File: src/rtl/ctrl_pkg.sv
// ----------------------------------------------------------------------------
// ctrl_pkg
// Shared encodings for the instruction-sequencing control FSM:
//   state_e   - 3-bit FSM state codes (also driven out on ctrl_fsm.state)
//   inst_e    - 4-bit decoded instruction classes presented on inst_type
//   cause_e   - 3-bit trap cause codes presented on trap_cause
//   is_load() - true for any of the three load widths
// ----------------------------------------------------------------------------
package ctrl_pkg;

    typedef enum logic [2:0] {
        ST_FETCH  = 3'd0,
        ST_LOAD   = 3'd1,
        ST_STORE  = 3'd2,
        ST_MULDIV = 3'd3,
        ST_EXEC   = 3'd4,
        ST_TRAP   = 3'd5,
        ST_HALT   = 3'd6
    } state_e;

    // Codes not listed here are ordinary ALU-class instructions.
    typedef enum logic [3:0] {
        INST_ALU       = 4'd0,
        INST_LOAD_BYTE = 4'd1,
        INST_LOAD_HALF = 4'd2,
        INST_LOAD_WORD = 4'd3,
        INST_STORE     = 4'd4,
        INST_MULDIV    = 4'd5,
        INST_ILLEGAL   = 4'd15
    } inst_e;

    typedef enum logic [2:0] {
        CAUSE_NONE      = 3'd0,
        CAUSE_FETCH_ERR = 3'd1,
        CAUSE_LOAD_ERR  = 3'd2,
        CAUSE_STORE_ERR = 3'd3,
        CAUSE_ILLEGAL   = 3'd4,
        CAUSE_TIMEOUT   = 3'd5
    } cause_e;

    function automatic logic is_load(input logic [3:0] inst);
        return (inst == INST_LOAD_BYTE) || (inst == INST_LOAD_HALF) ||
               (inst == INST_LOAD_WORD);
    endfunction

endpackage

File: src/rtl/ctrl_timer.sv
// ----------------------------------------------------------------------------
// ctrl_timer
// Wait-cycle counter used by ctrl_fsm to bound how long it sits in a bus or
// MULDIV wait. The count advances on every enabled cycle and stops at the
// limit; a limit of zero never expires.
// Ports:
//   clock   in  1  sole clock
//   reset   in  1  async active-high reset, clears the count
//   clear   in  1  synchronous clear (takes priority over enable)
//   enable  in  1  count this cycle
//   limit   in  W  expiry threshold, 0 disables
//   expired out 1  count has reached limit while enabled
// ----------------------------------------------------------------------------
module ctrl_timer #(
    parameter int W = 8
) (
    input  logic         clock,
    input  logic         reset,
    input  logic         clear,
    input  logic         enable,
    input  logic [W-1:0] limit,
    output logic         expired
);

    logic [W-1:0] count;

    assign expired = enable && (limit != '0) && (count == limit);

    // NOTE: registered state is always assigned with <= so every flop samples
    // the pre-edge values of its inputs regardless of block ordering.
    always_ff @(posedge clock or posedge reset) begin
        if (reset) begin
            count <= '0;
        end else if (clear) begin
            count <= '0;
        end else if (enable && !expired) begin
            count <= count + W'(1);
        end
    end

endmodule

File: src/rtl/ctrl_fsm.sv
// ----------------------------------------------------------------------------
// ctrl_fsm
// Instruction-sequencing control FSM: fetches over the IFU, dispatches to
// LOAD/STORE (LSU), MULDIV or single-cycle EXEC, raises one-cycle traps on
// bus errors, illegal instructions and wait timeouts, and counts retired
// instructions. Bus states run a request phase (reqValid held until reqReady)
// followed by a response phase (waiting for respValid).
// Ports:
//   clock, reset          sole clock, async active-high reset
//   inst_type   in  4     decoded instruction class, valid with ifu_respValid
//   halt_req    in  1     stop at the next instruction boundary
//   ifu_reqReady/ifu_respValid/ifu_respErr  in  1  instruction fetch bus
//   lsu_reqReady/lsu_respValid/lsu_respErr  in  1  load/store bus
//   muldiv_done in  1     multiply/divide unit finished
//   ifu_reqValid, lsu_reqValid, muldiv_start, pc_wen, reg_wen,
//   finished, trap        out 1  combinational control strobes
//   trap_cause  out 3     cause of the most recent trap
//   state       out 3     current FSM state
//   instret     out INSTRET_W  retired-instruction count (wraps)
// ----------------------------------------------------------------------------
module ctrl_fsm
    import ctrl_pkg::*;
#(
    parameter int TIMEOUT_CYCLES = 255,
    parameter int INSTRET_W      = 32,
    parameter int HAS_MULDIV     = 1
) (
    input  logic                 clock,
    input  logic                 reset,
    input  logic [3:0]           inst_type,
    input  logic                 halt_req,
    input  logic                 ifu_reqReady,
    input  logic                 ifu_respValid,
    input  logic                 ifu_respErr,
    input  logic                 lsu_reqReady,
    input  logic                 lsu_respValid,
    input  logic                 lsu_respErr,
    input  logic                 muldiv_done,
    output logic                 ifu_reqValid,
    output logic                 lsu_reqValid,
    output logic                 muldiv_start,
    output logic                 pc_wen,
    output logic                 reg_wen,
    output logic                 finished,
    output logic                 trap,
    output logic [2:0]           trap_cause,
    output logic [2:0]           state,
    output logic [INSTRET_W-1:0] instret
);

    localparam int              TMR_W     = (TIMEOUT_CYCLES < 2) ? 1 : $clog2(TIMEOUT_CYCLES + 1);
    localparam logic [TMR_W-1:0] TMR_LIMIT = TMR_W'(TIMEOUT_CYCLES);

    logic [2:0]           state_q, state_d;
    logic                 req_phase_q, req_phase_d;  // 1: request phase, 0: response phase
    logic [2:0]           cause_q, cause_d;
    logic [INSTRET_W-1:0] instret_q;
    logic                 retire;
    logic                 tmr_clear, tmr_enable, tmr_expired;

    assign tmr_enable = (state_q == ST_FETCH) || (state_q == ST_LOAD) ||
                        (state_q == ST_STORE) || (state_q == ST_MULDIV);
    assign tmr_clear  = (state_d != state_q);

    ctrl_timer #(.W(TMR_W)) u_timer (
        .clock   (clock),
        .reset   (reset),
        .clear   (tmr_clear),
        .enable  (tmr_enable),
        .limit   (TMR_LIMIT),
        .expired (tmr_expired)
    );

    // NOTE: every signal written here gets a default first, so no path through
    // the case statement can leave one unassigned and infer a latch.
    always_comb begin
        state_d      = state_q;
        req_phase_d  = req_phase_q;
        cause_d      = cause_q;
        retire       = 1'b0;
        ifu_reqValid = 1'b0;
        lsu_reqValid = 1'b0;
        muldiv_start = 1'b0;
        pc_wen       = 1'b0;
        reg_wen      = 1'b0;
        finished     = 1'b0;
        trap         = 1'b0;

        case (state_q)
            ST_FETCH: begin
                if (req_phase_q) begin
                    // On expiry the request is withdrawn so no handshake can
                    // complete on the way into TRAP.
                    if (tmr_expired) begin
                        state_d = ST_TRAP;
                        cause_d = CAUSE_TIMEOUT;
                    end else begin
                        ifu_reqValid = 1'b1;
                        if (ifu_reqReady) req_phase_d = 1'b0;
                    end
                end else if (ifu_respValid) begin
                    // A response always beats a simultaneous timeout.
                    if (ifu_respErr) begin
                        state_d = ST_TRAP;
                        cause_d = CAUSE_FETCH_ERR;
                    end else begin
                        pc_wen = 1'b1;
                        if (is_load(inst_type)) begin
                            state_d = ST_LOAD;
                        end else if (inst_type == INST_STORE) begin
                            state_d = ST_STORE;
                        end else if (inst_type == INST_MULDIV && HAS_MULDIV != 0) begin
                            state_d      = ST_MULDIV;
                            muldiv_start = 1'b1;
                        end else if (inst_type == INST_MULDIV || inst_type == INST_ILLEGAL) begin
                            state_d = ST_TRAP;
                            cause_d = CAUSE_ILLEGAL;
                        end else begin
                            state_d = ST_EXEC;
                            reg_wen = 1'b1;
                        end
                    end
                end else if (tmr_expired) begin
                    state_d = ST_TRAP;
                    cause_d = CAUSE_TIMEOUT;
                end
            end

            ST_LOAD, ST_STORE: begin
                if (req_phase_q) begin
                    if (tmr_expired) begin
                        state_d = ST_TRAP;
                        cause_d = CAUSE_TIMEOUT;
                    end else begin
                        lsu_reqValid = 1'b1;
                        if (lsu_reqReady) req_phase_d = 1'b0;
                    end
                end else if (lsu_respValid) begin
                    if (lsu_respErr) begin
                        state_d = ST_TRAP;
                        cause_d = (state_q == ST_LOAD) ? CAUSE_LOAD_ERR : CAUSE_STORE_ERR;
                    end else if (state_q == ST_LOAD) begin
                        state_d = ST_EXEC;
                        reg_wen = 1'b1;
                    end else begin
                        // A store retires directly; there is no write-back.
                        finished = 1'b1;
                        retire   = 1'b1;
                        state_d  = halt_req ? ST_HALT : ST_FETCH;
                    end
                end else if (tmr_expired) begin
                    state_d = ST_TRAP;
                    cause_d = CAUSE_TIMEOUT;
                end
            end

            ST_MULDIV: begin
                if (muldiv_done) begin
                    state_d = ST_EXEC;
                    reg_wen = 1'b1;
                end else if (tmr_expired) begin
                    state_d = ST_TRAP;
                    cause_d = CAUSE_TIMEOUT;
                end
            end

            ST_EXEC: begin
                finished = 1'b1;
                retire   = 1'b1;
                state_d  = halt_req ? ST_HALT : ST_FETCH;
            end

            ST_TRAP: begin
                trap    = 1'b1;
                state_d = halt_req ? ST_HALT : ST_FETCH;
            end

            ST_HALT: begin
                if (!halt_req) state_d = ST_FETCH;
            end

            default: state_d = ST_FETCH;
        endcase

        // Every bus state is entered in its request phase.
        if (state_d != state_q) req_phase_d = 1'b1;
    end

    always_ff @(posedge clock or posedge reset) begin
        if (reset) begin
            state_q     <= ST_FETCH;
            req_phase_q <= 1'b1;
            cause_q     <= CAUSE_NONE;
            instret_q   <= '0;
        end else begin
            state_q     <= state_d;
            req_phase_q <= req_phase_d;
            cause_q     <= cause_d;
            if (retire) instret_q <= instret_q + INSTRET_W'(1);
        end
    end

    assign state      = state_q;
    assign trap_cause = cause_q;
    assign instret    = instret_q;

endmodule

File: config.mk
export PLATFORM = sky130hd
export DESIGN_NAME = ctrl_fsm
export DESIGN_NICKNAME = d
export VERILOG_FILES = /design/src/rtl/ctrl_pkg.sv /design/src/rtl/ctrl_timer.sv /design/src/rtl/ctrl_fsm.sv
export SDC_FILE = /design/constraint.sdc
export NUM_CORES = 1
export LEC_CHECK = 0
export ABC_CLOCK_PERIOD_IN_PS = 3100
export CAP_MARGIN = 20
export CORE_AREA = 4 4 101 65
export CTS_BUF_LIST = sky130_fd_sc_hd__clkbuf_8 sky130_fd_sc_hd__clkbuf_16
export DETAILED_ROUTE_END_ITERATION = 8
export DIE_AREA = 0 0 105 69
export PLACE_DENSITY = 0.82
export RECOVER_POWER = 25
export SLEW_MARGIN = 5
export SYNTH_ARGS = -nofsm -noshare
export SYNTH_HDL_FRONTEND = slang
export SYNTH_SLANG_ARGS = --single-unit
File: constraint.sdc
create_clock -name clock -period 3.1 [get_ports clock]
set_clock_uncertainty 0.2 [all_clocks]
set_input_delay 0.93 -clock clock [delete_from_list [all_inputs] [get_ports clock]]
set_output_delay 0.93 -clock clock [all_outputs]
set_load 0.05 [all_outputs]
### Yosys cells after proc, flatten, opt, wreduce, memory -nomap -nowiden

Index checks and enable logic that the tools add are counted.

* add/subtract/negate cells: 2
* eq/ne operators: 20
* reduce and logical (&&, ||, !) cells: 16
* multiplexer cells: 74

Operators with widths (count)
* 3-bit two-way mux: 26
* 1-bit two-way mux: 41
* 32-bit by 1-bit adder with 32-bit output (second input constant): 1
* 8-bit two-way mux: 2
* 5-bit != test (second input constant): 3
* 3-bit one-hot mux with 5 select lines: 1
* 3-bit == test (second input constant): 3
* 3-bit one-hot mux with 3 select lines: 1
* 8-bit by 1-bit adder with 8-bit output (second input constant): 1
* 4-bit by 2-bit == test with 1-bit output (second input constant): 2
* 4-bit by 3-bit == test with 1-bit output (second input constant): 2
* 8-bit == test (second input constant): 1
* 7-bit AND reduction: 1
* 3-bit by 2-bit == test with 1-bit output (second input constant): 2
* 1-bit logical OR: 6
* 3-bit nonzero test: 2
* 5-bit by 4-bit != test with 1-bit output (second input constant): 1
* 4-bit by 1-bit == test with 1-bit output (second input constant): 1
* 4-bit == test (second input constant): 1
* 4-bit != test (second input constant): 1
* 1-bit one-hot mux with 2 select lines: 2
* 2-bit OR reduction: 2
* 3-bit by 1-bit == test with 1-bit output (second input constant): 1
* 3-bit zero test: 1
* 6 further kinds: 7

* bits of input ports: 14
* word-level logic and storage cells: 117
* output and inout bits: 45
* register bits: 47

### Logic depth before layout (Yosys ltp)

Gate-level depths: netlist (run 1).

* depth after elaboration: 12
* gate-level depth with buffers: 8
* mapped depth without buffers: 6

### By module

A second synthesis (run 1) with hierarchy kept.

* cell total of the unflattened synthesis: 291
* area, all modules: 2795.2 µm²

By module, submodules not included
* ctrl_fsm: instances 1, seq. area each 977.2 µm², cells each 234, area each 2249.7 µm²
* ctrl_timer: instances 1, seq. area each 200.2 µm², cells each 57, area each 545.5 µm²

### Least setup slack after synthesis (run 1)

OpenSTA, ideal clock, no wires.

* path type: input port to output port
* from: input port ifu_respErr
* to: output port reg_wen
* stages on the path: 4
* arrival: 2911 ps
* setup slack: -941 ps
* required time: 1970 ps
* path buffers: 0
* path through: or3b_4 > nor2_1 > a32oi_1 > nor2_1

* cells in the longest elaborated chain, start to end: 4

RTL lines
* start: declaration: line ctrl_fsm.sv:34 `input logic ifu_respErr,`
* 1-bit two-way mux: line ctrl_fsm.sv:103 `if (ifu_respErr) begin`
* 1-bit two-way mux: line ctrl_fsm.sv:101 `end else if (ifu_respValid) begin`
* 1-bit two-way mux: line ctrl_fsm.sv:91 `if (req_phase_q) begin`
* 1-bit one-hot mux with 3 select lines: line ctrl_fsm.sv:89 `case (state_q)`
* end: declaration: line ctrl_fsm.sv:43 `output logic reg_wen,`

No other way between the ends.

### Final worst setup path (run 1)

Ends and elaborated chain as after synthesis.

==> results of run 1 <==
what timing repair did:
| action | in CTS | in global routing |
|---|---|---|
| endpoints found under the setup margin | 13 | 4 |
| resized for setup | 22 | 16 |
| setup buffers | 2 | 0 |
| pin swaps | 6 | 7 |
area by class of cell:
type / count / area, sq um / area share, %
clock buffer: 5 / 68.8 / 1.77
clock inverter: 3 / 23.8 / 0.612
inverter: 7 / 26.3 / 0.677
sequential: 47 / 1180 / 30.3
timing repair buffer: 99 / 933 / 24.0
multi-input combinational: 217 / 1570 / 40.3
tap: 69 / 86.3 / 2.22
synth_stat cells (all sizes together), types with 3 or more instances:
| cell type | instances | area share (%) |
|---|---|---|
| dfrtp | 46 | 41 |
| xnor2 | 31 | 9.8 |
| nand3 | 17 | 3.1 |
| nand4 | 17 | 3.8 |
| nand2 | 14 | 1.9 |
| and3 | 13 | 2.9 |
| nor2 | 13 | 1.8 |
| a211oi | 10 | 2.7 |
| buf | 9 | 2.0 |
| o21ai | 9 | 1.6 |
| xor2 | 8 | 2.5 |
| a21oi | 7 | 1.4 |
| clkbuf | 7 | 0.94 |
| inv | 7 | 0.94 |
| nor3 | 7 | 1.3 |
| and2 | 5 | 1.1 |
| and4 | 5 | 1.6 |
| nand2b | 5 | 1.1 |
| nor2b | 5 | 1.1 |
| nor3b | 4 | 1.1 |
| a31oi | 3 | 0.67 |
| nand3b | 3 | 0.81 |
| nor4 | 3 | 0.67 |
| o22a | 3 | 0.94 |
| o31ai | 3 | 0.81 |
| or3 | 3 | 0.85 |
logic make-up (layout without fill, tap and decap cells):
group / Yosys count / after routing / share of synthesized area, %
compound gates: 54 / 54 / 14.2
xor+xnor: 39 / 39 / 12.3
simple gates: 119 / 119 / 25.4
flops: 47 / 47 / 42.3
mux: 3 / 3 / 1.12
fa+ha+maj: 2 / 2 / 0.899
buf+inv: 23 / 114 / 3.87
power breakdown:
part           internal, uW  switching, uW  total (uW)
Clock                   162            232         394
Combinational           597            961        1560
Sequential              700            100         800
Total                  1460           1290        2750
cell usage in the layout, fill, tap and decap left out, drive strengths merged, types with 2 or more instances in the layout:
cell type,netlist,final
buf,9,51
dfrtp,46,46
clkdlybuf4s50,0,38
xnor2,31,31
nand3,17,17
nand4,17,17
nand2,14,14
and3,13,13
nor2,13,13
a211oi,10,10
clkbuf,7,10
o21ai,9,9
xor2,8,8
inv,7,8
nor3,7,7
a21oi,7,7
nand2b,5,5
and2,5,5
nor2b,5,5
and4,5,5
nor3b,4,4
o22a,3,3
a31oi,3,3
nor4,3,3
nand3b,3,3
o31ai,3,3
or3,3,3
o21a,2,2
a211o,2,2
o211ai,2,2
a32o,2,2
mux2i,2,2
ha,2,2
clkinvlp,0,2
dlygate4sd2,0,2
nor4b,2,2
a2111oi,2,2
sequential cells by signal (all words and copies together) (netlist names):
register	flops
u_timer.count	8
trap_cause	3
instret	32
req_phase_q	1
state	3
final timing paths:
check | end | slack, ps | cells past startpoint
max in group asynchronous | instret[0]$_DFFE_PP0P_ | 710 | 3
worst max-delay path | reg_wen | 50 | 6
worst min-delay path | trap_cause[0]$_DFFE_PP0P_ | 300 | 1
worst min register to register | trap_cause[0]$_DFFE_PP0P_ | 300 | 1
worst max register to register | req_phase_q$_DFFE_PP1P_ | 560 | 6
min in group asynchronous | instret[31]$_DFFE_PP0P_ | 1080 | 2
routing by layer:
metal / vias to the layer above / global-route usage (%) / share of wire (%) / wire length (um)
met5: - / 0 / 0 / 0
met1: 1289 / 35.2 / 48 / 3880
li1: 1237 / - / - / -
met2: 130 / 29.6 / 42 / 3360
met4: 0 / 5.82 / 1.2 / 95
met3: 10 / 7.00 / 8.9 / 714
through the flow:
step,std cells,total power [uW],setup WS [ps],cell area [sq um]
after floorplan,287,1750,-151,2800
after detailed placement,436,2300,-499,3740
after global routing,447,2880,4.51,3880
final,447,2750,46.1,3880
after CTS,446,2700,-16.9,3850
after global placement,436,2280,-359,3740
==> impl_metrics.toml, run 1 <==
[setup_path]
slowest_delay_ps = 380
path_class = "in2out"
path_max_fanout = 3
crit_top_cell = "nor2_4"
setup.worst_path.end_class = "output port"
crit_required_ps = 1970
cpLargestDelayFamily = "simple AND/OR/NAND/NOR gates"
r2r_start = "req_phase_q$_DFFE_PP1P_"
worst-path-buf-inv = 2
slowest_stage = "or3b_4"
cp-startpoint = "ifu_respErr"
start_kind = "input pin"
worstPathCellList = "buf_8 -> or3b_4 -> nor2_4 -> a32oi_2 -> nor2_4 -> buf_12"
cp.arrival_ps = 1920

[sta]
tightest_slew_ps = 963
finalMaxSlewViolations = 0
timing.fmax_mhz = 327
relSlewSlack_pct = 35.7
setup_violations = 0
finalSetupTns_ps = 0
period_needed_ps = 3050
hold_violations = 0
timing.final.crit_share_pct = 98.5
hold_ws_ps = 296
grt_setup_unrepaired = "no"

[die]
core_area_sq_um = 5520
die_h_um = 69
dieArea_sq_um = 7250
ioPinCount = 59
start_util_pct = 50.5
rows = 21
die_w_um = 105

[power]
leakage_uw = 0.00162
ir_worst_vdd_mv = 0.684
pwr_density_cell_nw_per_um2 = 709

[final_layout]
area_growth_pct = 39.5
n_antenna_cell = 0
num-fill-cells = 420
layout.nets = 393
drive_gt1_share_pct = 22.0
fin_util_pct = 70.4

[yosys]
async_flop_share_pct = 100
synth.net_count = 303
ys_warn_count = 0
synth_cells = 287
yosys_most_used_dff = "dfrtp_1"
postSynthAreaPerCell_sq_um = 9.70
ys_seq_elements = 47
synth-seq-area-share_pct = 42.3
synth_edf_count = 0
ys_types = 55
synth_area_sq_um = 2780

[clocking]
cts_num_sinks = 47
h-tree-depth = 2
cts_root_buffer = "clkbuf_8"
cts_buffers = 5
cts_tree = "built"
cts.clk_slew.worst_paths_ps = 90
clk_path_buf_depth = 2
clk_latency_ps = 310
cts_hold_repair.buffers = 0

[global_route]
antenna_found_initial = 0
grt_overflow = 0
track_usage_pct = 22.5
grt_max_degree = 28
first_global_vias = 2494
grt_pass1_wl_um = 13200

[route]
wl_per_cell_um = 18.0
wl_um = 8050
dr.pass1.iters = 5
drt_iter0_drc = 202
dr_total_vias = 2666
ant_nets = 0
drc_errors = 0
drt-vias-per-instance = 5.96

[outcome]
status = "finished clean"

[min_path]
min_from = "trap_cause[0]$_DFFE_PP0P_"
worst_hold_path_type = "reg2reg"

[place]
dp_hpwl_um = 5980
gp_congestion = 1.02
place.port_buffers = 58

[job]
maxCapViolations = 0
Power figures use the tool's default switching activity.
==> run 2: changes to the inputs <==
--- a/config.mk
+++ b/config.mk
@@ -9,8 +9,9 @@
 export CAP_MARGIN = 20
-export CORE_AREA = 4 4 101 65
+export CORE_AREA = 2 2 99 63
 export CTS_BUF_LIST = sky130_fd_sc_hd__clkbuf_8 sky130_fd_sc_hd__clkbuf_16
 export DETAILED_ROUTE_END_ITERATION = 8
-export DIE_AREA = 0 0 105 69
+export DIE_AREA = 0 0 101 65
 export PLACE_DENSITY = 0.82
 export RECOVER_POWER = 25
+export REMOVE_ABC_BUFFERS = 1
 export SLEW_MARGIN = 5
--- a/constraint.sdc
+++ b/constraint.sdc
@@ -4,2 +4,2 @@
 set_output_delay 0.93 -clock clock [all_outputs]
-set_load 0.05 [all_outputs]
+set_load 0.005 [all_outputs]
==> run 2 against run 1 <==
Net effect: design area decreased by 2.6%; largest power group unchanged; critical endpoint unchanged; global-route usage up 0.85 points; via count up 0.94%; combinational power decreased by 28%; power fell by 14%; critical path type unchanged; setup slack improved by 36 ps.
==> impl_metrics.toml, run 2 (synthesized netlist as in run 1, its figures left out) <==
[die]
dieArea_sq_um = 6570
die_w_um = 101
die_h_um = 65
start_util_pct = 48.2
core_area_sq_um = 5780
rows = 22
ioPinCount = 59

[clocking]
clk_path_buf_depth = 2
cts_tree = "built"
cts_root_buffer = "clkbuf_8"
cts_num_sinks = 47
cts_buffers = 5
h-tree-depth = 2
clk_latency_ps = 300
cts.clk_slew.worst_paths_ps = 80
cts_hold_repair.buffers = 0

[final_layout]
fin_util_pct = 65.4
final_common_cell = "dfrtp_1"
n_antenna_cell = 0
mostFrequentLayoutCells = "dfrtp_1 (46), clkdlybuf4s50_1 (42), buf_4 (34)"
area_growth_pct = 35.8
drive_gt1_share_pct = 17.2
layout.nets = 388
register_area_sq_um = 1180
largest_reg_flops = 32
num-fill-cells = 451
multi_input_area_sq_um = 1540

[sta]
relSlewSlack_pct = 51.9
setup_ws_ps = 82.2
period_needed_ps = 3020
setup_violations = 0
grt_setup_unrepaired = "no"
timing.final.crit_share_pct = 97.3
tightest_slew_ps = 717
hold_violations = 0
finalMaxSlewViolations = 0
timing.fmax_mhz = 331

[route]
dr.pass1.iters = 5
wl_per_cell_um = 16.9
ant_nets = 0
wl_um = 7540
drt-vias-per-instance = 6.05
drt_iter0_drc = 270
drc_errors = 0
dr_total_vias = 2691

[setup_path]
setup.worst_path.end_class = "output port"
path_class = "in2out"
cp.arrival_ps = 1890
path_max_fanout = 3
crit_required_ps = 1970
ff2ff_path_depth = 6
start_kind = "input pin"

[place]
gp_congestion = 0.944
place.port_buffers = 58
post-place-ws_ps = -695
dp_hpwl_um = 5410

[power]
pwr_density_cell_nw_per_um2 = 628
ir_worst_vdd_mv = 0.318
leakage_uw = 0.00162
p_total_uw = 2370

[global_route]
grt_pass1_wl_um = 12000
track_usage_pct = 23.4
first_global_vias = 2396
grt_overflow = 0
grt_max_degree = 30
antenna_found_initial = 0

[min_path]
worst_hold_path_type = "reg2reg"
min_delay_path_depth = 1

[outcome]
status = "finished clean"

[job]
maxCapViolations = 0
-- run 2: per-layer routing --
metal / track usage (%) / routed length, um / part of all wire (%)
met1: 34.9 / 3500 / 46
met2: 33.7 / 3250 / 43
met3: 6.04 / 672 / 8.9
met4: 5.91 / 120 / 1.6
met5: 0 / 0 / 0
-- run 2: critical path: stages --
cell	delay [ps]
buf_2	110
or3b_4	420
nor2_4	100
a32oi_1	110
nor2_1	110
buf_2	110
-- run 2: area by class of cell --
cell class	count	area share [%]
Timing Repair Buffer	94	22.0
Clock inverter	2	0.927
Inverter	7	0.695
Tap cell	72	2.38
Clock buffer	6	2.18
Multi-Input combinational cell	217	40.7
Sequential cell	47	31.1
-- run 2: repair_timing --
item,4_1_cts,5_1_grt
endpoints found under the setup margin,15,6
gates resized for setup,32,11
pin swaps,7,3
buffers inserted,3,2
-- run 2: worst paths after layout --
check	start	end	slack (ps)
min in group asynchronous	reset	instret[20]$_DFFE_PP0P_	870
max in group asynchronous	reset	instret[29]$_DFFE_PP0P_	790
worst max-delay path	ifu_respErr	reg_wen	80
worst max register to register	req_phase_q$_DFFE_PP1P_	req_phase_q$_DFFE_PP1P_	590
worst min-delay path	instret[31]$_DFFE_PP0P_	instret[31]$_DFFE_PP0P_	280
worst min register to register	instret[31]$_DFFE_PP0P_	instret[31]$_DFFE_PP0P_	280
-- run 2: metrics by stage --
stage          cells  setup TNS, ps  area (sq um)  hold WS (ps)
2_1_floorplan    271              0          2700           268
3_3_place_gp     432          -6450          3620           267
3_5_place_dp     432          -6520          3620           274
4_1_cts          443              0          3770           285
5_1_grt          445              0          3780           308
6_report         445              0          3780           281
-- run 2: power breakdown --
group	internal [uW]	switching, uW
combinational	529	593
sequential	700	84.9
clock	261	207
